--- config.mk ---
export PLATFORM = sky130hd
export DESIGN_NAME = axi_4_lite_master_flat
export DESIGN_NICKNAME = d
export VERILOG_FILES = /design/src/rtl/axi_4_lite_master_if.sv /design/src/rtl/axi_4_lite_master.sv /design/src/flat_wrapper.sv
export SDC_FILE = /design/constraint.sdc
export NUM_CORES = 1
export LEC_CHECK = 0
export CORE_AREA = 2 2 113 115
export CTS_CLUSTER_DIAMETER = 150
export DETAILED_ROUTE_END_ITERATION = 10
export DIE_AREA = 0 0 115 117
export GPL_TIMING_DRIVEN = 0
export PLACE_DENSITY = 0.82
export SYNTH_ARGS = -nofsm -noshare
export SYNTH_HDL_FRONTEND = slang
export SYNTH_SLANG_ARGS = --single-unit
--- constraint.sdc ---
create_clock -name CLK -period 3.8 [get_ports CLK]
set_clock_uncertainty 0.2 [all_clocks]
set_input_delay 0.76 -clock CLK [delete_from_list [all_inputs] [get_ports CLK]]
set_output_delay 0.76 -clock CLK [all_outputs]
set_load 0.01 [all_outputs]
--- src/rtl/axi_4_lite_master_if.sv ---
// Signal bundle between the AXI4-Lite master, its local command/response user and the AXI4-Lite slave.
// The master modport is the initiator's view; the slave modport is the view of everything around it.
interface axi_4_lite_master_if #(
  parameter int ADDRESS    = 32,
  parameter int DATA_WIDTH = 32
);
  logic                    CMD_VALID;
  logic                    CMD_READY;
  logic                    CMD_WRITE;
  logic [ADDRESS-1:0]      CMD_ADDR;
  logic [DATA_WIDTH-1:0]   CMD_WDATA;
  logic [DATA_WIDTH/8-1:0] CMD_WSTRB;
  logic                    RSP_VALID;
  logic                    RSP_READY;
  logic                    RSP_WRITE;
  logic [DATA_WIDTH-1:0]   RSP_RDATA;
  logic [1:0]              RSP_RESP;
  logic [ADDRESS-1:0]      M_AWADDR;
  logic                    M_AWVALID;
  logic                    M_AWREADY;
  logic [DATA_WIDTH-1:0]   M_WDATA;
  logic [DATA_WIDTH/8-1:0] M_WSTRB;
  logic                    M_WVALID;
  logic                    M_WREADY;
  logic                    M_BREADY;
  logic [1:0]              M_BRESP;
  logic                    M_BVALID;
  logic [ADDRESS-1:0]      M_ARADDR;
  logic                    M_ARVALID;
  logic                    M_ARREADY;
  logic                    M_RREADY;
  logic [DATA_WIDTH-1:0]   M_RDATA;
  logic [1:0]              M_RRESP;
  logic                    M_RVALID;

  modport master (
    input  CMD_VALID, CMD_WRITE, CMD_ADDR, CMD_WDATA, CMD_WSTRB, RSP_READY,
    output CMD_READY, RSP_VALID, RSP_WRITE, RSP_RDATA, RSP_RESP,
    output M_AWADDR, M_AWVALID, M_WDATA, M_WSTRB, M_WVALID, M_BREADY,
    output M_ARADDR, M_ARVALID, M_RREADY,
    input  M_AWREADY, M_WREADY, M_BRESP, M_BVALID, M_ARREADY, M_RDATA, M_RRESP, M_RVALID
  );

  modport slave (
    output CMD_VALID, CMD_WRITE, CMD_ADDR, CMD_WDATA, CMD_WSTRB, RSP_READY,
    input  CMD_READY, RSP_VALID, RSP_WRITE, RSP_RDATA, RSP_RESP,
    input  M_AWADDR, M_AWVALID, M_WDATA, M_WSTRB, M_WVALID, M_BREADY,
    input  M_ARADDR, M_ARVALID, M_RREADY,
    output M_AWREADY, M_WREADY, M_BRESP, M_BVALID, M_ARREADY, M_RDATA, M_RRESP, M_RVALID
  );
endinterface

--- src/rtl/axi_4_lite_master.sv ---
// AXI4-Lite initiator: turns one local command at a time into a single-beat write or read
// and returns the slave's response, unmodified, on the local response port.
module axi_4_lite_master #(
  parameter int ADDRESS    = 32,
  parameter int DATA_WIDTH = 32
) (
  input logic                 CLK,
  input logic                 RESET,
  axi_4_lite_master_if.master bus
);

  typedef enum logic [2:0] {IDLE, WRITE, WRESP, READ, RDATA, RSP} state_t;

  state_t                  r_state;
  logic [ADDRESS-1:0]      r_awaddr;
  logic [DATA_WIDTH-1:0]   r_wdata;
  logic [DATA_WIDTH/8-1:0] r_wstrb;
  logic                    r_awvalid;
  logic                    r_wvalid;
  logic                    r_aw_done;
  logic                    r_w_done;
  logic                    r_bready;
  logic [ADDRESS-1:0]      r_araddr;
  logic                    r_arvalid;
  logic                    r_rready;
  logic                    r_rsp_valid;
  logic                    r_rsp_write;
  logic [DATA_WIDTH-1:0]   r_rsp_rdata;
  logic [1:0]              r_rsp_resp;

  logic w_cmd_ready;
  logic w_cmd_fire;
  logic w_aw_hs;
  logic w_w_hs;
  logic w_aw_ok;
  logic w_w_ok;

  assign w_cmd_ready = (r_state == IDLE) && !RESET;
  assign w_cmd_fire  = bus.CMD_VALID && w_cmd_ready;
  assign w_aw_hs     = r_awvalid && bus.M_AWREADY;
  assign w_w_hs      = r_wvalid && bus.M_WREADY;
  // A flag and a same-cycle handshake count equally, so simultaneous AW/W completes at once.
  assign w_aw_ok     = r_aw_done || w_aw_hs;
  assign w_w_ok      = r_w_done || w_w_hs;

  always_ff @(posedge CLK) begin
    if (RESET) begin
      r_state     <= IDLE;
      r_awaddr    <= '0;
      r_wdata     <= '0;
      r_wstrb     <= '0;
      r_awvalid   <= 1'b0;
      r_wvalid    <= 1'b0;
      r_aw_done   <= 1'b0;
      r_w_done    <= 1'b0;
      r_bready    <= 1'b0;
      r_araddr    <= '0;
      r_arvalid   <= 1'b0;
      r_rready    <= 1'b0;
      r_rsp_valid <= 1'b0;
      r_rsp_write <= 1'b0;
      r_rsp_rdata <= '0;
      r_rsp_resp  <= 2'b00;
    end else begin
      case (r_state)
        IDLE: begin
          if (w_cmd_fire) begin
            r_rsp_write <= bus.CMD_WRITE;
            if (bus.CMD_WRITE) begin
              r_awaddr  <= bus.CMD_ADDR;
              r_wdata   <= bus.CMD_WDATA;
              r_wstrb   <= bus.CMD_WSTRB;
              r_awvalid <= 1'b1;
              r_wvalid  <= 1'b1;
              r_aw_done <= 1'b0;
              r_w_done  <= 1'b0;
              r_state   <= WRITE;
            end else begin
              r_araddr  <= bus.CMD_ADDR;
              r_arvalid <= 1'b1;
              r_state   <= READ;
            end
          end
        end
        WRITE: begin
          if (w_aw_hs) begin
            r_awvalid <= 1'b0;
            r_aw_done <= 1'b1;
          end
          if (w_w_hs) begin
            r_wvalid <= 1'b0;
            r_w_done <= 1'b1;
          end
          if (w_aw_ok && w_w_ok) begin
            r_bready <= 1'b1;
            r_state  <= WRESP;
          end
        end
        WRESP: begin
          if (bus.M_BVALID) begin
            r_bready    <= 1'b0;
            r_rsp_resp  <= bus.M_BRESP;
            r_rsp_rdata <= '0;
            r_rsp_valid <= 1'b1;
            r_state     <= RSP;
          end
        end
        READ: begin
          if (bus.M_ARREADY) begin
            r_arvalid <= 1'b0;
            r_rready  <= 1'b1;
            r_state   <= RDATA;
          end
        end
        RDATA: begin
          if (bus.M_RVALID) begin
            r_rready    <= 1'b0;
            r_rsp_rdata <= bus.M_RDATA;
            r_rsp_resp  <= bus.M_RRESP;
            r_rsp_valid <= 1'b1;
            r_state     <= RSP;
          end
        end
        RSP: begin
          if (bus.RSP_READY) begin
            r_rsp_valid <= 1'b0;
            r_state     <= IDLE;
          end
        end
        default: r_state <= IDLE;
      endcase
    end
  end

  assign bus.CMD_READY = w_cmd_ready;
  assign bus.RSP_VALID = r_rsp_valid;
  assign bus.RSP_WRITE = r_rsp_write;
  assign bus.RSP_RDATA = r_rsp_rdata;
  assign bus.RSP_RESP  = r_rsp_resp;
  assign bus.M_AWADDR  = r_awaddr;
  assign bus.M_AWVALID = r_awvalid;
  assign bus.M_WDATA   = r_wdata;
  assign bus.M_WSTRB   = r_wstrb;
  assign bus.M_WVALID  = r_wvalid;
  assign bus.M_BREADY  = r_bready;
  assign bus.M_ARADDR  = r_araddr;
  assign bus.M_ARVALID = r_arvalid;
  assign bus.M_RREADY  = r_rready;

endmodule

--- src/flat_wrapper.sv ---
// flat-port wrapper written by rule: the top's interface ports become plain ports
module axi_4_lite_master_flat 
#(
  parameter int ADDRESS    = 32,
  parameter int DATA_WIDTH = 32
)
  (CLK, RESET, bus_CMD_VALID, bus_CMD_WRITE, bus_CMD_ADDR, bus_CMD_WDATA, bus_CMD_WSTRB, bus_RSP_READY, bus_CMD_READY, bus_RSP_VALID, bus_RSP_WRITE, bus_RSP_RDATA, bus_RSP_RESP, bus_M_AWADDR, bus_M_AWVALID, bus_M_WDATA, bus_M_WSTRB, bus_M_WVALID, bus_M_BREADY, bus_M_ARADDR, bus_M_ARVALID, bus_M_RREADY, bus_M_AWREADY, bus_M_WREADY, bus_M_BRESP, bus_M_BVALID, bus_M_ARREADY, bus_M_RDATA, bus_M_RRESP, bus_M_RVALID);
  axi_4_lite_master_if #(.ADDRESS(ADDRESS), .DATA_WIDTH(DATA_WIDTH)) bus_i ();
  input logic CLK;
  input logic RESET;
  input wire logic [$bits(bus_i.CMD_VALID)-1:0] bus_CMD_VALID;
  input wire logic [$bits(bus_i.CMD_WRITE)-1:0] bus_CMD_WRITE;
  input wire logic [$bits(bus_i.CMD_ADDR)-1:0] bus_CMD_ADDR;
  input wire logic [$bits(bus_i.CMD_WDATA)-1:0] bus_CMD_WDATA;
  input wire logic [$bits(bus_i.CMD_WSTRB)-1:0] bus_CMD_WSTRB;
  input wire logic [$bits(bus_i.RSP_READY)-1:0] bus_RSP_READY;
  output wire logic [$bits(bus_i.CMD_READY)-1:0] bus_CMD_READY;
  output wire logic [$bits(bus_i.RSP_VALID)-1:0] bus_RSP_VALID;
  output wire logic [$bits(bus_i.RSP_WRITE)-1:0] bus_RSP_WRITE;
  output wire logic [$bits(bus_i.RSP_RDATA)-1:0] bus_RSP_RDATA;
  output wire logic [$bits(bus_i.RSP_RESP)-1:0] bus_RSP_RESP;
  output wire logic [$bits(bus_i.M_AWADDR)-1:0] bus_M_AWADDR;
  output wire logic [$bits(bus_i.M_AWVALID)-1:0] bus_M_AWVALID;
  output wire logic [$bits(bus_i.M_WDATA)-1:0] bus_M_WDATA;
  output wire logic [$bits(bus_i.M_WSTRB)-1:0] bus_M_WSTRB;
  output wire logic [$bits(bus_i.M_WVALID)-1:0] bus_M_WVALID;
  output wire logic [$bits(bus_i.M_BREADY)-1:0] bus_M_BREADY;
  output wire logic [$bits(bus_i.M_ARADDR)-1:0] bus_M_ARADDR;
  output wire logic [$bits(bus_i.M_ARVALID)-1:0] bus_M_ARVALID;
  output wire logic [$bits(bus_i.M_RREADY)-1:0] bus_M_RREADY;
  input wire logic [$bits(bus_i.M_AWREADY)-1:0] bus_M_AWREADY;
  input wire logic [$bits(bus_i.M_WREADY)-1:0] bus_M_WREADY;
  input wire logic [$bits(bus_i.M_BRESP)-1:0] bus_M_BRESP;
  input wire logic [$bits(bus_i.M_BVALID)-1:0] bus_M_BVALID;
  input wire logic [$bits(bus_i.M_ARREADY)-1:0] bus_M_ARREADY;
  input wire logic [$bits(bus_i.M_RDATA)-1:0] bus_M_RDATA;
  input wire logic [$bits(bus_i.M_RRESP)-1:0] bus_M_RRESP;
  input wire logic [$bits(bus_i.M_RVALID)-1:0] bus_M_RVALID;
  assign bus_i.CMD_VALID = bus_CMD_VALID;
  assign bus_i.CMD_WRITE = bus_CMD_WRITE;
  assign bus_i.CMD_ADDR = bus_CMD_ADDR;
  assign bus_i.CMD_WDATA = bus_CMD_WDATA;
  assign bus_i.CMD_WSTRB = bus_CMD_WSTRB;
  assign bus_i.RSP_READY = bus_RSP_READY;
  assign bus_CMD_READY = bus_i.CMD_READY;
  assign bus_RSP_VALID = bus_i.RSP_VALID;
  assign bus_RSP_WRITE = bus_i.RSP_WRITE;
  assign bus_RSP_RDATA = bus_i.RSP_RDATA;
  assign bus_RSP_RESP = bus_i.RSP_RESP;
  assign bus_M_AWADDR = bus_i.M_AWADDR;
  assign bus_M_AWVALID = bus_i.M_AWVALID;
  assign bus_M_WDATA = bus_i.M_WDATA;
  assign bus_M_WSTRB = bus_i.M_WSTRB;
  assign bus_M_WVALID = bus_i.M_WVALID;
  assign bus_M_BREADY = bus_i.M_BREADY;
  assign bus_M_ARADDR = bus_i.M_ARADDR;
  assign bus_M_ARVALID = bus_i.M_ARVALID;
  assign bus_M_RREADY = bus_i.M_RREADY;
  assign bus_i.M_AWREADY = bus_M_AWREADY;
  assign bus_i.M_WREADY = bus_M_WREADY;
  assign bus_i.M_BRESP = bus_M_BRESP;
  assign bus_i.M_BVALID = bus_M_BVALID;
  assign bus_i.M_ARREADY = bus_M_ARREADY;
  assign bus_i.M_RDATA = bus_M_RDATA;
  assign bus_i.M_RRESP = bus_M_RRESP;
  assign bus_i.M_RVALID = bus_M_RVALID;
  axi_4_lite_master #(.ADDRESS(ADDRESS), .DATA_WIDTH(DATA_WIDTH)) u_core (.CLK(CLK), .RESET(RESET), .bus(bus_i));
endmodule
==> results of run 1 <==
## cell families (layout without fill, tap and decap cells)
group | after synthesis | after routing | share of synthesized area (%)
muxes | 7 | 7 | 1.370
buffers and inverters | 51 | 337 | 4.486
DFF | 146 | 146 | 55.16
AOI/OAI and AO/OA | 152 | 152 | 17.21
and+or+nand+nor | 274 | 274 | 21.77
## final timing paths
check | endpoint | slack [ns] | cells after the start
setup / recovery | bus_CMD_READY | 0.76 | 4
hold / removal | u_core.bus.M_AWADDR[22] | 0.25 | 2
setup reg to reg | u_core.bus.M_AWADDR[25] | 1.50 | 6
hold reg to reg | u_core.bus.M_AWADDR[22] | 0.25 | 2
## layer usage
layer	track usage (%)	share of wire, %	vias to the layer above
met5	0	0	-
met4	9.960	2.2	0
met3	8.239	8.2	27
met2	43.14	50	220
met1	27.18	40	2513
li1	-	-	2644
## layout make-up
cell class / instances / area (sq um)
multi-input cells: 433 / 2138
plain buffers: 50 / 234.0
clock inverters: 12 / 202.7
well taps: 150 / 187.7
fillers: 983 / 3623
clock buffers: 20 / 456.7
repair buffers: 254 / 2542
inverters: 1 / 3.754
flip-flops and latches: 146 / 2923
## critical path: cells and delay by family
kind	cells	cell delay, ns
buffers and inverters	3	1.05
AND/OR/NAND/NOR	1	0.26
## state kept, by name, indices dropped and copies added (netlist names)
| register | cells |
|---|---|
| u_core.bus.RSP_RESP | 2 |
| u_core.bus.M_ARVALID | 1 |
| u_core.bus.M_AWADDR | 32 |
| u_core.bus.M_WVALID | 1 |
| u_core.bus.RSP_WRITE | 1 |
| u_core.bus.M_AWVALID | 1 |
| u_core.bus.RSP_VALID | 1 |
| u_core.bus.M_WDATA | 32 |
| u_core.bus.RSP_RDATA | 32 |
| u_core.bus.M_ARADDR | 32 |
| u_core.bus.M_BREADY | 1 |
| u_core.bus.M_WSTRB | 4 |
| u_core.bus.M_RREADY | 1 |
| u_core.r_w_done | 1 |
| u_core.r_state | 3 |
| u_core.r_aw_done | 1 |
## stage by stage
| stage | total power [mW] | area [sq um] | utilization [%] | cells |
|---|---|---|---|---|
| 3_3_place_gp | 2.722 | 8029 | 65.21 | 1034 |
| 3_5_place_dp | 2.738 | 8029 | 65.21 | 1034 |
| 4_1_cts | 4.580 | 8688 | 70.57 | 1066 |
| 5_1_grt | 4.744 | 8688 | 70.57 | 1066 |
| 2_1_floorplan | 2.255 | 5299 | - | 630 |
| 6_report | 4.553 | 8688 | 70.57 | 1066 |
## report_power, final
group / internal (mW) / switching, mW
Combinational: 0.484 / 0.504
Sequential: 1.65 / 0.0708
Clock: 1.20 / 0.643
Total: 3.34 / 1.22
## placed cells by master, fill, tap and decap left out, types with 2 or more instances in the layout
cell type | netlist | routed
a211o_1 | 2 | 2
a21oi_1 | 96 | 96
a21oi_2 | 10 | 10
a22oi_1 | 34 | 34
buf_2 | 7 | 7
buf_6 | 5 | 5
bufinv_16 | 0 | 5
clkbuf_1 | 38 | 39
clkbuf_16 | 0 | 17
clkbuf_8 | 0 | 2
clkdlybuf4s50_1 | 0 | 254
clkinvlp_4 | 0 | 4
dfxtp_1 | 146 | 146
mux2_2 | 2 | 2
mux2i_1 | 5 | 5
nand2_1 | 194 | 194
nand2_2 | 10 | 10
nand2b_1 | 5 | 5
nand3b_1 | 4 | 4
nor2_1 | 45 | 45
nor2b_1 | 3 | 3
nor3b_1 | 4 | 4
o21ai_0 | 3 | 3
o2bb2ai_1 | 2 | 2
==> results.md, run 1 <==
- Asr flop ratio synth: 0%
- Fin. max-slew vios: 0
- CTS resizes: 0
- Synth area leaders: dfxtp_1 (55%), nand2_1 (14%), a21oi_1 (9.1%)
- CTS Sinks: ~150
- Worst-path clk slew: 0.06 ns
- Post-Syn Area: 5299 sq um
- Final nets: 1,017
- FF+latch count, synth: approximately 150
- Crit path capture type: output pin
- Number of global-route vias before repair: 5,110
- Post-route ant nets: 0
- Peak Freq: 328.9 MHz
- DRC: 0
- Ys flop type: dfxtp_1
- Final Hold Fails: 0
- Yosys cell types: 34
- Fin crit share: 80.01%
- Total gr overflow: 0
- H-tree depth: 4
- Initial antenna violation count: 0
- Starting Density: a little over two fifths
- First-pass GRT wire length: 25,390 um
- Setup TNS: 0 ns
- Status: finished clean
- Yosys warns: 0
- # diodes: 0
- Critical path, cell by cell: buf_2 > clkbuf_1 > nor4_1 > clkdlybuf4s50_1
- Slowest-stage cell, CP: clkdlybuf4s50_1
- Post-Synthesis Cells: between 600 and 700
- Setup ws final: 0.7597 ns
- Final setup vio count: 0
- Pre-Repair DR Iteration Count: 5
- CP required: between 2 and 3 ns
- Post-synth top cells: nand2_1 (194), dfxtp_1 (146), a21oi_1 (96)
- Core Area: about 12,000 sq um
- Die area: 13,460 sq um
- Fraction of layout cells with a size suffix above 1: 7.424%
- GRT Total Usage: 24.45%
- Pwr dens: 524.0 nW/um^2
- Largest net degree at the start of global routing: 17
- Post-synthesis sequential area ratio: between 50% and 60%
- WS Path Type: input port to output pin
- Wire length per cell: 15.64 um
- Largest area contributor in the netlist: dfxtp_1
- Post-synth net total: 744
- Die Y: 117 um
- Rel. slew slack: about 53%
- Hold Path Origin: u_core.bus.M_AWADDR[22]
- Hold Crit Class: flip-flop to flip-flop
- CTS tree: done
- P_leak: ~3.0 nW
- Hold_ws: 0.2510 ns
- Top Ports: 256
- Worst IR drop on VDD: ~0.30 mV
- Chip width: roughly 120 um
- RSZ-0062 raised after global routing: no
- FP Rows: 41
- Synth top area share: about 55%
- Hold Buf Count CTS: 0
- Worst Setup SP: RESET
- EDFF count, synth: 0
- Initial DRC count: 322
- RD Place Congestion: 0.8387
- # Max-Cap Violations: 0
- Dpl hpwl: 12,370 um
- Crit path DAT: 2.08 ns
- Clock buffer depth: 2
- Setup bufs post-CTS: 0
- Avg Inst Size Synth: 8.411 sq um
- Min cycle time layout: 3.040 ns
- CTS buffer count: 17
- DR vias: 5,404
- CP Launch Type: input port
- Input/output buffers: approximately 250
- Measured slew at the worst slew-check pin: 0.7015 ns
- Worst r2r src: u_core.r_state[2]
- Drt total wl: 16,680 um
- Max incr delay on CP: 0.60 ns
- Place WS: 0.6876 ns
- Top-count cell post-synth: nand2_1
- Clk Latency, worst-skew pair: 0.42 ns
- Clk root buf: clkbuf_16
- Vias/cell: 5.069
- Area Overhead vs Synth: 63.97%
- Crit Path Max Fanout: 10
(Power assumes the default switching activity.)
==> inputs of run 2 (changes only) <==
--- a/config.mk
+++ b/config.mk
@@ -5,12 +5,12 @@
 export SDC_FILE = /design/constraint.sdc
 export NUM_CORES = 1
 export LEC_CHECK = 0
-export CORE_AREA = 2 2 113 115
+export CORE_AREA = 2 2 123 125
 export CTS_CLUSTER_DIAMETER = 150
 export DETAILED_ROUTE_END_ITERATION = 10
-export DIE_AREA = 0 0 115 117
+export DIE_AREA = 0 0 125 127
 export GPL_TIMING_DRIVEN = 0
-export PLACE_DENSITY = 0.82
+export PLACE_DENSITY = 0.73
 export SYNTH_ARGS = -nofsm -noshare
 export SYNTH_HDL_FRONTEND = slang
 export SYNTH_SLANG_ARGS = --single-unit
==> constraint.sdc (replaced) <==
create_clock -name CLK -period 2.5 [get_ports CLK]
set_clock_uncertainty 0.2 [all_clocks]
set_input_delay 0.5 -clock CLK [delete_from_list [all_inputs] [get_ports CLK]]
set_output_delay 0.5 -clock CLK [all_outputs]
set_load 0.01 [all_outputs]
==> run 2 against run 1 <==
Net effect:
- clock power grew 46%
- sequential share of layout area is essentially flat
- via count shrank 1.3%
- sequential power grew 52%
- clock-buffer cell count is the same
- combinational power grew 52%
- first-iteration DRC count shrank 19%
- non-clock buffer count is the same
- final cell count grew 3.0%
- global-route usage shrank 3.4 points
- critical path type is now input port to flip-flop
==> results.md, run 2 (same netlist as run 1, synthesis figures left out) <==
- P_leak: 3.000 nW (was 3.001 nW)
- Final Hold Fails: 0 (unchanged)
- Setup TNS: 0 ns (unchanged)
- Starting Density: 36.74% (was 43.04%)
- WS Path Type: input port to flip-flop (was input port to output pin)
- H-tree depth: 4 (unchanged)
- CP required: 2.64 ns (was 2.84 ns)
- # Max-Cap Violations: 0 (unchanged)
- Vias/cell: 4.857 (was 5.069)
- Crit Path Max Fanout: 10 (unchanged)
- Input/output buffers: 254 (unchanged)
- Hold Crit Class: flip-flop to flip-flop (unchanged)
- Final core utilization: 60.27% (was 70.57%)
- First-pass GRT wire length: 26,800 um (was 25,390 um)
- Status: finished clean (unchanged)
- End of the critical path: u_core.bus.M_WDATA[15] (was bus_CMD_READY)
- DR vias: 5,333 (was 5,404)
- Area Overhead vs Synth: 64.06% (was 63.97%)
- Final nets: 1,017 (unchanged)
- Hold_ws: 0.2522 ns (was 0.2510 ns)
- Worst Reg-to-Reg Cells: 7 (was 6)
- Post-route ant nets: 0 (unchanged)
- Total Power Consumption: 6.788 mW (was 4.553 mW)
- Clk Latency, worst-skew pair: 0.41 ns (was 0.42 ns)
- CTS buffer count: 17 (unchanged)
- CP Launch Type: input port (unchanged)
- Crit path DAT: 2.51 ns (was 2.08 ns)
- Fill cell count: 1,298 (was 983)
- Commonest cells after routing, fill and taps aside: clkdlybuf4s50_1 (253), nand2_1 (194), dfxtp_1 (146), a21oi_1 (96), nor2_1 (45) (was clkdlybuf4s50_1 (254), nand2_1 (194), dfxtp_1 (146), a21oi_1 (96), nor2_1 (45))
- Min cycle time layout: 2.372 ns
- Fraction of layout cells with a size suffix above 1: 7.549% (was 7.424%)
- DRC: 0 (unchanged)
- CTS Sinks: 146 (unchanged)
- Reg2Reg Setup Slack: 0.26 ns (was 1.50 ns)
- Largest net degree at the start of global routing: 17 (unchanged)
- Commonest non-fill, non-tap cell in the layout: clkdlybuf4s50_1 (unchanged)
- RD Place Congestion: 0.8180 (was 0.8387)
- Wire length per cell: 15.37 um (was 15.64 um)
- Initial DRC count: 261 (was 322)
- Worst Setup SP: bus_CMD_WRITE (was RESET)
- # diodes: 0 (unchanged)
- Rel. slew slack: 55.83% (was 53.13%)
- Hold Crit Depth: 2 (unchanged)
- FP Rows: 44 (was 41)
- Clock buffer depth: 2 (unchanged)
- Number of global-route vias before repair: 5,074 (was 5,110)
- Fin crit share: between 90% and 100%
- Peak Freq: 421.6 MHz
- CTS tree: done (unchanged)
- Fin. max-slew vios: 0 (unchanged)
- Measured slew at the worst slew-check pin: 0.6625 ns (was 0.7015 ns)
- Initial antenna violation count: 0 (unchanged)
- Total gr overflow: 0 (unchanged)
- GRT Total Usage: 21.10% (was 24.45%)
- Hold Path Origin: u_core.bus.M_WDATA[3] (was u_core.bus.M_AWADDR[22])
- RSZ-0062 raised after global routing: no (unchanged)
- Pre-Repair DR Iteration Count: 4 (was 5)
- Multi-input logic area: 2143 sq um (was 2138 sq um)
- Core Area: 14,420 sq um (was 12,310 sq um)
- Clk root buf: clkbuf_16 (unchanged)
- Chip width: 125 um (was 115 um)
- Final setup vio count: 0 (unchanged)
- Reg area: 2923 sq um (unchanged)
- Die Y: 127 um (was 117 um)
- Hold Buf Count CTS: 0 (unchanged)
- Drt total wl: 16,880 um (was 16,680 um)
- Worst-path clk slew: 0.06 ns (about the same)
- Worst IR drop on VDD: 0.4028 mV (was 0.3021 mV)
- Dpl hpwl: 12,440 um (was 12,370 um)
- Worst r2r src: u_core.r_state[0] (was u_core.r_state[2])
- Crit path capture type: flip-flop (was output pin)
- FF-to-FF End: u_core.bus.M_WDATA[15] (was u_core.bus.M_AWADDR[25])
- Top Ports: 256 (unchanged)
- Pwr dens: 780.9 nW/um^2 (was 524.0 nW/um^2)
- Die area: 15,880 sq um (was 13,460 sq um)
## run 2: cell types whose count changed in the layout (fill, tap and decap cells not counted), moves of 2 or more
cell        change
clkbuf_1        -2
clkinvlp_4      -2
clkbuf_2        +2
clkinv_2        +2
## run 2: how the worst min path moves through the flow
stage                              endpoint  slack (ns)
floorplan                   u_core.r_w_done        0.25
global placement    u_core.bus.M_AWADDR[26]        0.24
detailed placement   u_core.bus.M_WDATA[22]        0.25
CTS                  u_core.bus.M_WDATA[22]        0.25
global route         u_core.bus.M_WDATA[13]        0.27
finish                u_core.bus.M_WDATA[3]        0.25
## run 2: area by class of cell
cell class / count / share of cell area (%)
Sequential cell: 146 / 33.62
Clock buffer: 20 / 5.253
Buffer: 50 / 2.720
Multi-Input combinational cell: 433 / 24.65
Clock inverter: 10 / 1.828
Inverter: 1 / 0.04318
Timing Repair Buffer: 254 / 29.23
Tap cell: 184 / 2.648
## run 2: metrics by stage
stage / cells / area, sq um / worst slack, ns
final: 1098 / 8693 / 0.1282
after global routing: 1098 / 8693 / 0.003702
after CTS: 1098 / 8686 / 0.09053
after detailed placement: 1068 / 8071 / -0.3439
after global placement: 1068 / 8071 / -0.3098
after floorplan: 630 / 5299 / 0.4750
## run 2: power breakdown
part | leakage, nW | switching, mW | total [mW] | internal (mW)
sequential | 1.18 | 0.107 | 2.62 | 2.51
combinational | 1.52 | 0.765 | 1.50 | 0.733
clock | 0.298 | 0.967 | 2.68 | 1.71
total | 3.00 | 1.84 | 6.79 | 4.95
## run 2: repair_timing
item | 4_1_cts | 5_1_grt
resized for setup | 1 | 5
setup endpoints to repair | 1 | 13
setup buffers | 0 | 0
pin swaps | 0 | 0
## run 2: critical path: stages
cell,delay [ns]
clkdlybuf4s50_1,0.64
and4_1,0.23
clkbuf_1,0.42
clkbuf_1,0.48
nand2_1,0.11
a21oi_1,0.13
## run 2: per-layer routing
metal	routed length [um]	vias up	GRT usage [%]
li1	-	2641	-
met1	7231	2447	25.82
met2	7920	224	34.69
met3	1426	21	7.245
met4	297	0	7.712
met5	0	-	0
==> inputs of run 3 (changes only) <==
--- a/config.mk
+++ b/config.mk
@@ -5,10 +5,11 @@
 export SDC_FILE = /design/constraint.sdc
 export NUM_CORES = 1
 export LEC_CHECK = 0
-export CORE_AREA = 2 2 123 125
+export ABC_AREA = 1
+export CORE_AREA = 2 2 124 126
 export CTS_CLUSTER_DIAMETER = 150
 export DETAILED_ROUTE_END_ITERATION = 10
-export DIE_AREA = 0 0 125 127
+export DIE_AREA = 0 0 126 128
 export GPL_TIMING_DRIVEN = 0
 export PLACE_DENSITY = 0.73
 export SYNTH_ARGS = -nofsm -noshare
==> run 3 against run 2 <==
Net effect:
- combinational power grew 35%
- critical path depth shrank 5
- via count grew 2.4%
- global-route usage grew 0.68 points
- hold slack lost 0.0026 ns
- largest power group is now registers
==> results.md, run 3 <==
- Crit path DAT: 1.37 ns (was 2.51 ns)
- Setup TNS: 0 ns (unchanged)
- Asr flop ratio synth: 0% (unchanged)
- Measured slew at the worst slew-check pin: 0.5558 ns (was 0.6625 ns)
- CTS Sinks: 146 (unchanged)
- WS Path Type: flip-flop to output pin (was input port to flip-flop)
- Clk Latency, worst-skew pair: 0.41 ns (about the same)
- Critical path, cell by cell: clkdlybuf4s50_1 (was clkdlybuf4s50_1 > and4_1 > clkbuf_1 > clkbuf_1 > nand2_1 > a21oi_1)
- RSZ-0062 raised after global routing: no (unchanged)
- Clock buffer depth: 2 (unchanged)
- Reg2Reg Setup Slack: 0.65 ns (was 0.26 ns)
- Post-synthesis sequential area ratio: 54.21% (was 55.16%)
- Ys flop type: dfxtp_1 (unchanged)
- Area Overhead vs Synth: 62.71% (was 64.06%)
- Post-route ant nets: 0 (unchanged)
- Number of global-route vias before repair: 5,472 (was 5,074)
- Fin. max-slew vios: 0 (unchanged)
- Chip width: 126 um (was 125 um)
- Worst IR drop on VDD: 0.5222 mV (was 0.4028 mV)
- CP bufs+invs: 1 (was 3)
- Synth top area share: 54.21% (was 55.16%)
- FP Rows: 45 (was 44)
- Sequential Power Share: 37.5% (was 38.5%)
- Input/output buffers: 254 (unchanged)
- Yosys cell types: 21 (was 34)
- Hold_ws: 0.2496 ns (was 0.2522 ns)
- Drt total wl: 17,680 um (was 16,880 um)
- Slowest-stage cell, CP: clkdlybuf4s50_1 (unchanged)
- Switching part of the total power: 29.83% (was 27.10%)
- Fill cell count: 1,343 (was 1,298)
- Initial DRC count: 205 (was 261)
- P_leak: 3.630 nW (was 3.000 nW)
- Die area: 16,130 sq um (was 15,880 sq um)
- CTS buffer count: 17 (unchanged)
- Top Ports: 256 (unchanged)
- Place WS: 0.1025 ns (was -0.3439 ns)
- Comb power frac: 27.4% (was 22.1%)
- Core Area: 14,860 sq um (was 14,420 sq um)
- Yosys warns: 0 (unchanged)
- Fraction of layout cells with a size suffix above 1: 7.347% (was 7.549%)
- Clock share of power: 35.1% (was 39.4%)
- Top-count cell post-synth: nor2_1 (was nand2_1)
- Worst r2r src: u_core.r_state[0] (unchanged)
- Min cycle time layout: 2.069 ns (was 2.372 ns)
- Commonest non-fill, non-tap cell in the layout: clkdlybuf4s50_1 (unchanged)
- CP Launch Type: flip-flop (was input port)
- Final setup vio count: 0 (unchanged)
- Worst Reg-to-Reg Cells: 10 (was 7)
- Post-synth net total: 809 (was 744)
- Fin crit share: 82.75% (was 94.87%)
- First-pass GRT wire length: 27,670 um (was 26,800 um)
- Switch Pwr: 2.210 mW (was 1.840 mW)
- Synth area leaders: dfxtp_1 (54%), nor2_1 (15%), o21ai_0 (8.3%) (was dfxtp_1 (55%), nand2_1 (14%), a21oi_1 (9.1%))
- Wire length per cell: 15.14 um (was 15.37 um)
- Hold Buf Count CTS: 0 (unchanged)
- Vias/cell: 4.676 (was 4.857)
- # Max-Cap Violations: 0 (unchanged)
- Final Hold Fails: 0 (unchanged)
- Clk root buf: clkbuf_16 (unchanged)
- Rel. slew slack: 62.95% (was 55.83%)
- Cell family with most CP delay: buffers and inverters (unchanged)
- Total gr overflow: 0 (unchanged)
- DR vias: 5,461 (was 5,333)
- Post-Syn Area: 5391 sq um (was 5299 sq um)
- Max incr delay on CP: 0.57 ns (was 0.64 ns)
- Peak Freq: 483.4 MHz (was 421.6 MHz)
- Crit path capture type: output pin (was flip-flop)
- Final nets: 1,082 (was 1,017)
- GRT Total Usage: 21.78% (was 21.10%)
- Hold Path End: u_core.r_aw_done (was u_core.bus.M_WDATA[3])
- FF+latch count, synth: 146 (unchanged)
- FF-to-FF End: u_core.bus.M_ARADDR[12] (was u_core.bus.M_WDATA[15])
- Cell internal pwr: 5.199 mW (was 4.949 mW)
- Status: finished clean (unchanged)
- EDFF count, synth: 0 (unchanged)
- Hold Crit Class: flip-flop to flip-flop (unchanged)
- Post-Synthesis Cells: 695 (was 630)
- CTS tree: done (unchanged)
- Post-synth top cells: nor2_1 (214), dfxtp_1 (146), nand2_1 (105) (was nand2_1 (194), dfxtp_1 (146), a21oi_1 (96))
- H-tree depth: 4 (unchanged)
- Setup ws final: 0.4313 ns (was 0.1282 ns)
- Die Y: 128 um (was 127 um)
- RD Place Congestion: 0.8457 (was 0.8180)
- CP required: 1.80 ns (was 2.64 ns)
- Worst-path clk slew: 0.06 ns (about the same)
- Initial antenna violation count: 0 (unchanged)
- Starting Density: 36.27% (was 36.74%)
- Final core utilization: 59.02% (was 60.27%)
- Hold Path Origin: u_core.r_aw_done (was u_core.bus.M_WDATA[3])
- Largest net degree at the start of global routing: 17 (unchanged)
- Largest area contributor in the netlist: dfxtp_1 (unchanged)
- Crit Path Max Fanout: 2 (was 10)
- Commonest cells after routing, fill and taps aside: clkdlybuf4s50_1 (253), nor2_1 (214), dfxtp_1 (146), nand2_1 (105), o21ai_0 (89) (was clkdlybuf4s50_1 (253), nand2_1 (194), dfxtp_1 (146), a21oi_1 (96), nor2_1 (45))
- Hold Crit Depth: 2 (unchanged)
- Dpl hpwl: 13,110 um (was 12,440 um)
- # diodes: 0 (unchanged)
- Avg Inst Size Synth: 7.757 sq um (was 8.411 sq um)
- Pre-Repair DR Iteration Count: 4 (unchanged)
- DRC: 0 (unchanged)
- Pwr dens: 844.6 nW/um^2 (was 780.9 nW/um^2)
==> run 3: cell count changes after synthesis, moves of 9 or more <==
cell      previous run  this run
nor2_1              45       214
nand2_1            194       105
o21ai_0              3        89
a21oi_1             96        44
a22oi_1             34         0
clkbuf_1            38        14
inv_1                1        17
o21ai_1              0        15
a21oi_2             10         0
nand2_2             10         1
==> run 3: area by class of cell <==
type / count / area, sq um / area share, %
flip-flops and latches: 146 / 2923 / 33.32
repair buffers: 254 / 2545 / 29.01
multi-input cells: 485 / 2090 / 23.82
clock buffers: 18 / 439.2 / 5.006
plain buffers: 44 / 304.0 / 3.466
well taps: 188 / 235.2 / 2.682
clock inverters: 13 / 161.4 / 1.840
inverters: 20 / 75.07 / 0.8558
==> run 3: stage by stage <==
step | instance area [sq um] | std cells | total power, mW
3_5_place_dp | 8169 | 1137 | 4.863
4_1_cts | 8770 | 1168 | 7.484
2_1_floorplan | 5391 | 695 | 3.856
5_1_grt | 8772 | 1168 | 7.786
6_report | 8772 | 1168 | 7.409
3_3_place_gp | 8169 | 1137 | 4.842
==> run 3: timing repair <==
item | in CTS | in global routing
gates resized for setup | 0 | 2
setup buffers | 0 | 0
setup endpoints to repair | 0 | 1
endpoints found under the hold margin | 0 | 0
==> run 3: worst max-delay path by stage <==
stage | cells past startpoint | slack (ns) | end | start
global route | 5 | 0.36 | bus_CMD_READY | u_core.r_state[0]
finish | 1 | 0.43 | bus_M_ARADDR[6] | u_core.bus.M_ARADDR[6]
detailed placement | 6 | 0.10 | u_core.bus.M_AWADDR[29] | RESET
floorplan | 8 | 0.76 | u_core.bus.M_ARADDR[11] | RESET
global placement | 6 | 0.14 | u_core.bus.M_AWADDR[30] | RESET
CTS | 4 | 0.01 | bus_CMD_READY | u_core.r_state[1]
==> run 3: layer usage <==
metal / routed length, um / GRT usage (%)
met4: 416 / 9.244
met5: 0 / 0
met1: 7062 / 23.24
met3: 1926 / 10.14
met2: 8273 / 37.19
==> run 3: power by group through the flow <==
stage                     Combinational (mW)  Sequential, mW  Clock (mW)
after floorplan                        0.917            2.94           0
after global placement                  2.03            2.81           0
after detailed placement                2.04            2.82           0
after CTS                               2.06            2.78        2.65
after global routing                    2.24            2.81        2.74
final                                   2.03            2.78        2.60
==> run 3: kinds of logic after synthesis <==
family                 share of synthesized area, %
AO/OA/AOI/OAI                                 13.74
buffers and inverters                         7.032
flip-flops                                    54.21
AND/OR/NAND/NOR                               25.02
==> RTL change: new RTL, flow settings as in run 3 <==
`DATA_WIDTH` is set to 32 in 3 places; all go to 48.
--- a/src/rtl/axi_4_lite_master_if.sv
+++ b/src/rtl/axi_4_lite_master_if.sv
@@ -2,7 +2,7 @@
 // The master modport is the initiator's view; the slave modport is the view of everything around it.
 interface axi_4_lite_master_if #(
   parameter int ADDRESS    = 32,
-  parameter int DATA_WIDTH = 32
+  parameter int DATA_WIDTH = 48
 );
   logic                    CMD_VALID;
   logic                    CMD_READY;
--- a/src/rtl/axi_4_lite_master.sv
+++ b/src/rtl/axi_4_lite_master.sv
@@ -2,7 +2,7 @@
 // and returns the slave's response, unmodified, on the local response port.
 module axi_4_lite_master #(
   parameter int ADDRESS    = 32,
-  parameter int DATA_WIDTH = 32
+  parameter int DATA_WIDTH = 48
 ) (
   input logic                 CLK,
   input logic                 RESET,
--- a/src/flat_wrapper.sv
+++ b/src/flat_wrapper.sv
@@ -2,7 +2,7 @@
 module axi_4_lite_master_flat 
 #(
   parameter int ADDRESS    = 32,
-  parameter int DATA_WIDTH = 32
+  parameter int DATA_WIDTH = 48
 )
   (CLK, RESET, bus_CMD_VALID, bus_CMD_WRITE, bus_CMD_ADDR, bus_CMD_WDATA, bus_CMD_WSTRB, bus_RSP_READY, bus_CMD_READY, bus_RSP_VALID, bus_RSP_WRITE, bus_RSP_RDATA, bus_RSP_RESP, bus_M_AWADDR, bus_M_AWVALID, bus_M_WDATA, bus_M_WSTRB, bus_M_WVALID, bus_M_BREADY, bus_M_ARADDR, bus_M_ARVALID, bus_M_RREADY, bus_M_AWREADY, bus_M_WREADY, bus_M_BRESP, bus_M_BVALID, bus_M_ARREADY, bus_M_RDATA, bus_M_RRESP, bus_M_RVALID);
   axi_4_lite_master_if #(.ADDRESS(ADDRESS), .DATA_WIDTH(DATA_WIDTH)) bus_i ();
Interface: changed (6 resized); port bits go from 256 to 324. No check against the original RTL was run, so the function may have changed too.
==> RTL change against run 3 <==
- wire length up 25%
- sequential power rose by 21%
- synthesized area is 21% higher
- fmax fell by 0.93%
- critical endpoint is now bus_M_WDATA[21]
- final cell count increased by 18%
- first-iteration DRC count rose by 61%
- setup slack got worse by 0.020 ns
- total power grew 15%
- design area up 21%
- sequential cell count rose by 34
==> RTL change: results (changes against run 3) <==
[sta]
worstMarginPinSlew_ns=0.617  ; +0.0611 ns
whs_ns=0.252  ; +0.00203 ns
setup_ws_ns=0.412  ; -0.0195 ns

[synthesis]
synth_compound_area_share_pct=14.0  ; +0.31 points
synth_common_cells=nor2_1, dfxtp_1, nand2_1
synthesis.nets=989  ; +22%
yosysSeqAreaShare_pct=55.4  ; +1.2 points
syn_area_per_cell_um2=7.73  ; -0.33%
synth_area_leaders=dfxtp_1, nor2_1, nand2_1, o21ai_0, a21oi_1
synth_warnings=0  ; unchanged

[power_and_ir_drop]
ir_worst_vdd_mv=0.530  ; +1.5%
internal_power_w=0.00606  ; +17%
clkPwrFrac_pct=34.6  ; -0.5 points
p_per_area_nw_per_um2=802  ; -5.0%
seq_cell_power_w=0.00335  ; +21%

[global_route]
grt_pass1_wl_mm=34.5  ; +25%
grt_use_total_pct=27.1  ; +5.3 points
grt_pass1_vias=6448  ; +18%

[placement]
place_area_um2=9970  ; +22%
place_congestion=0.828  ; -2.1%
dp_cells=1352  ; +19%
dp_hpwl_mm=16.5  ; +26%
dp_slack_ns=-0.311  ; -0.413 ns
port_buffers=323  ; +27%

[detailed_routing]
drt-pass1-iter-count=5  ; +1
routed_wl_mm=22.0  ; +25%
vias=6694  ; +23%
drt-initial-drc-count=330  ; +61%
wire_per_inst_um=15.9  ; +5.2%

[worst_setup_path]
reg2reg_setup_slack_ns=0.68  ; +0.03 ns
cpPeakStageDelay_ns=0.62  ; +0.05 ns

[clocking]
cts_num_sinks=180  ; +23%
numCtsBuffers=17  ; unchanged
htreeDepth=4  ; unchanged
clk_latency_ns=0.43  ; +0.02 ns

[outcome]
status=finished, final reports clean

[final_layout]
drive_above_1_share_pct=6.19  ; -1.2 points

## RTL change: changes by cell type after synthesis, sizes merged
cell | run 3 | this run
clkbuf | 15 | 23
nand4 | 2 | 3
nand2 | 108 | 136
o21ai | 104 | 122
a21oi | 44 | 59
nor2 | 218 | 254
a211oi | 0 | 1
dfxtp | 146 | 180
nand3 | 8 | 10
buf | 29 | 32
## RTL change: logic make-up after synthesis
kind of cell	count (synthesis)
AND/OR/NAND/NOR	404
AO/OA/AOI/OAI	182
flip-flops	180
buffers and inverters	75
## RTL change: cell type report
| class | instances | area, um^2 |
|---|---|---|
| Fill cell | 1246 | 4250 |
| Sequential cell | 180 | 3600 |
| Timing Repair Buffer | 323 | 3240 |
| Multi-Input combinational cell | 586 | 2520 |
| Clock buffer | 19 | 443 |
| Buffer | 54 | 302 |
| Tap cell | 188 | 235 |
| Clock inverter | 13 | 204 |
| Inverter | 20 | 75.1 |
## RTL change: final timing paths
path,from,endpoint,cells after the start
max reg2reg,u_core.r_state[0]$_SDFFE_PP0P_,u_core.bus.M_ARADDR[11]$_SDFFE_PP0P_,10
max,u_core.bus.M_WDATA[21]$_SDFFE_PP0P_,bus_M_WDATA[21],1
min reg2reg,u_core.bus.RSP_VALID$_SDFFE_PP0P_,u_core.bus.RSP_VALID$_SDFFE_PP0P_,2
min,u_core.bus.RSP_VALID$_SDFFE_PP0P_,u_core.bus.RSP_VALID$_SDFFE_PP0P_,2
## RTL change: routing by layer
metal  vias to the layer above  share of wire [%]  global-route usage (%)
met2                       252                 48                    45.8
li1                       3369                  -                       -
met3                        30                 10                    10.8
met1                      3043                 40                    31.2
met4                         0                1.9                    9.50
met5                         -                  0                       0
## RTL change: timing repair
item	4_1_cts	5_1_grt
hold buffers	0	0
setup endpoints to repair	0	15
resized for setup	0	1
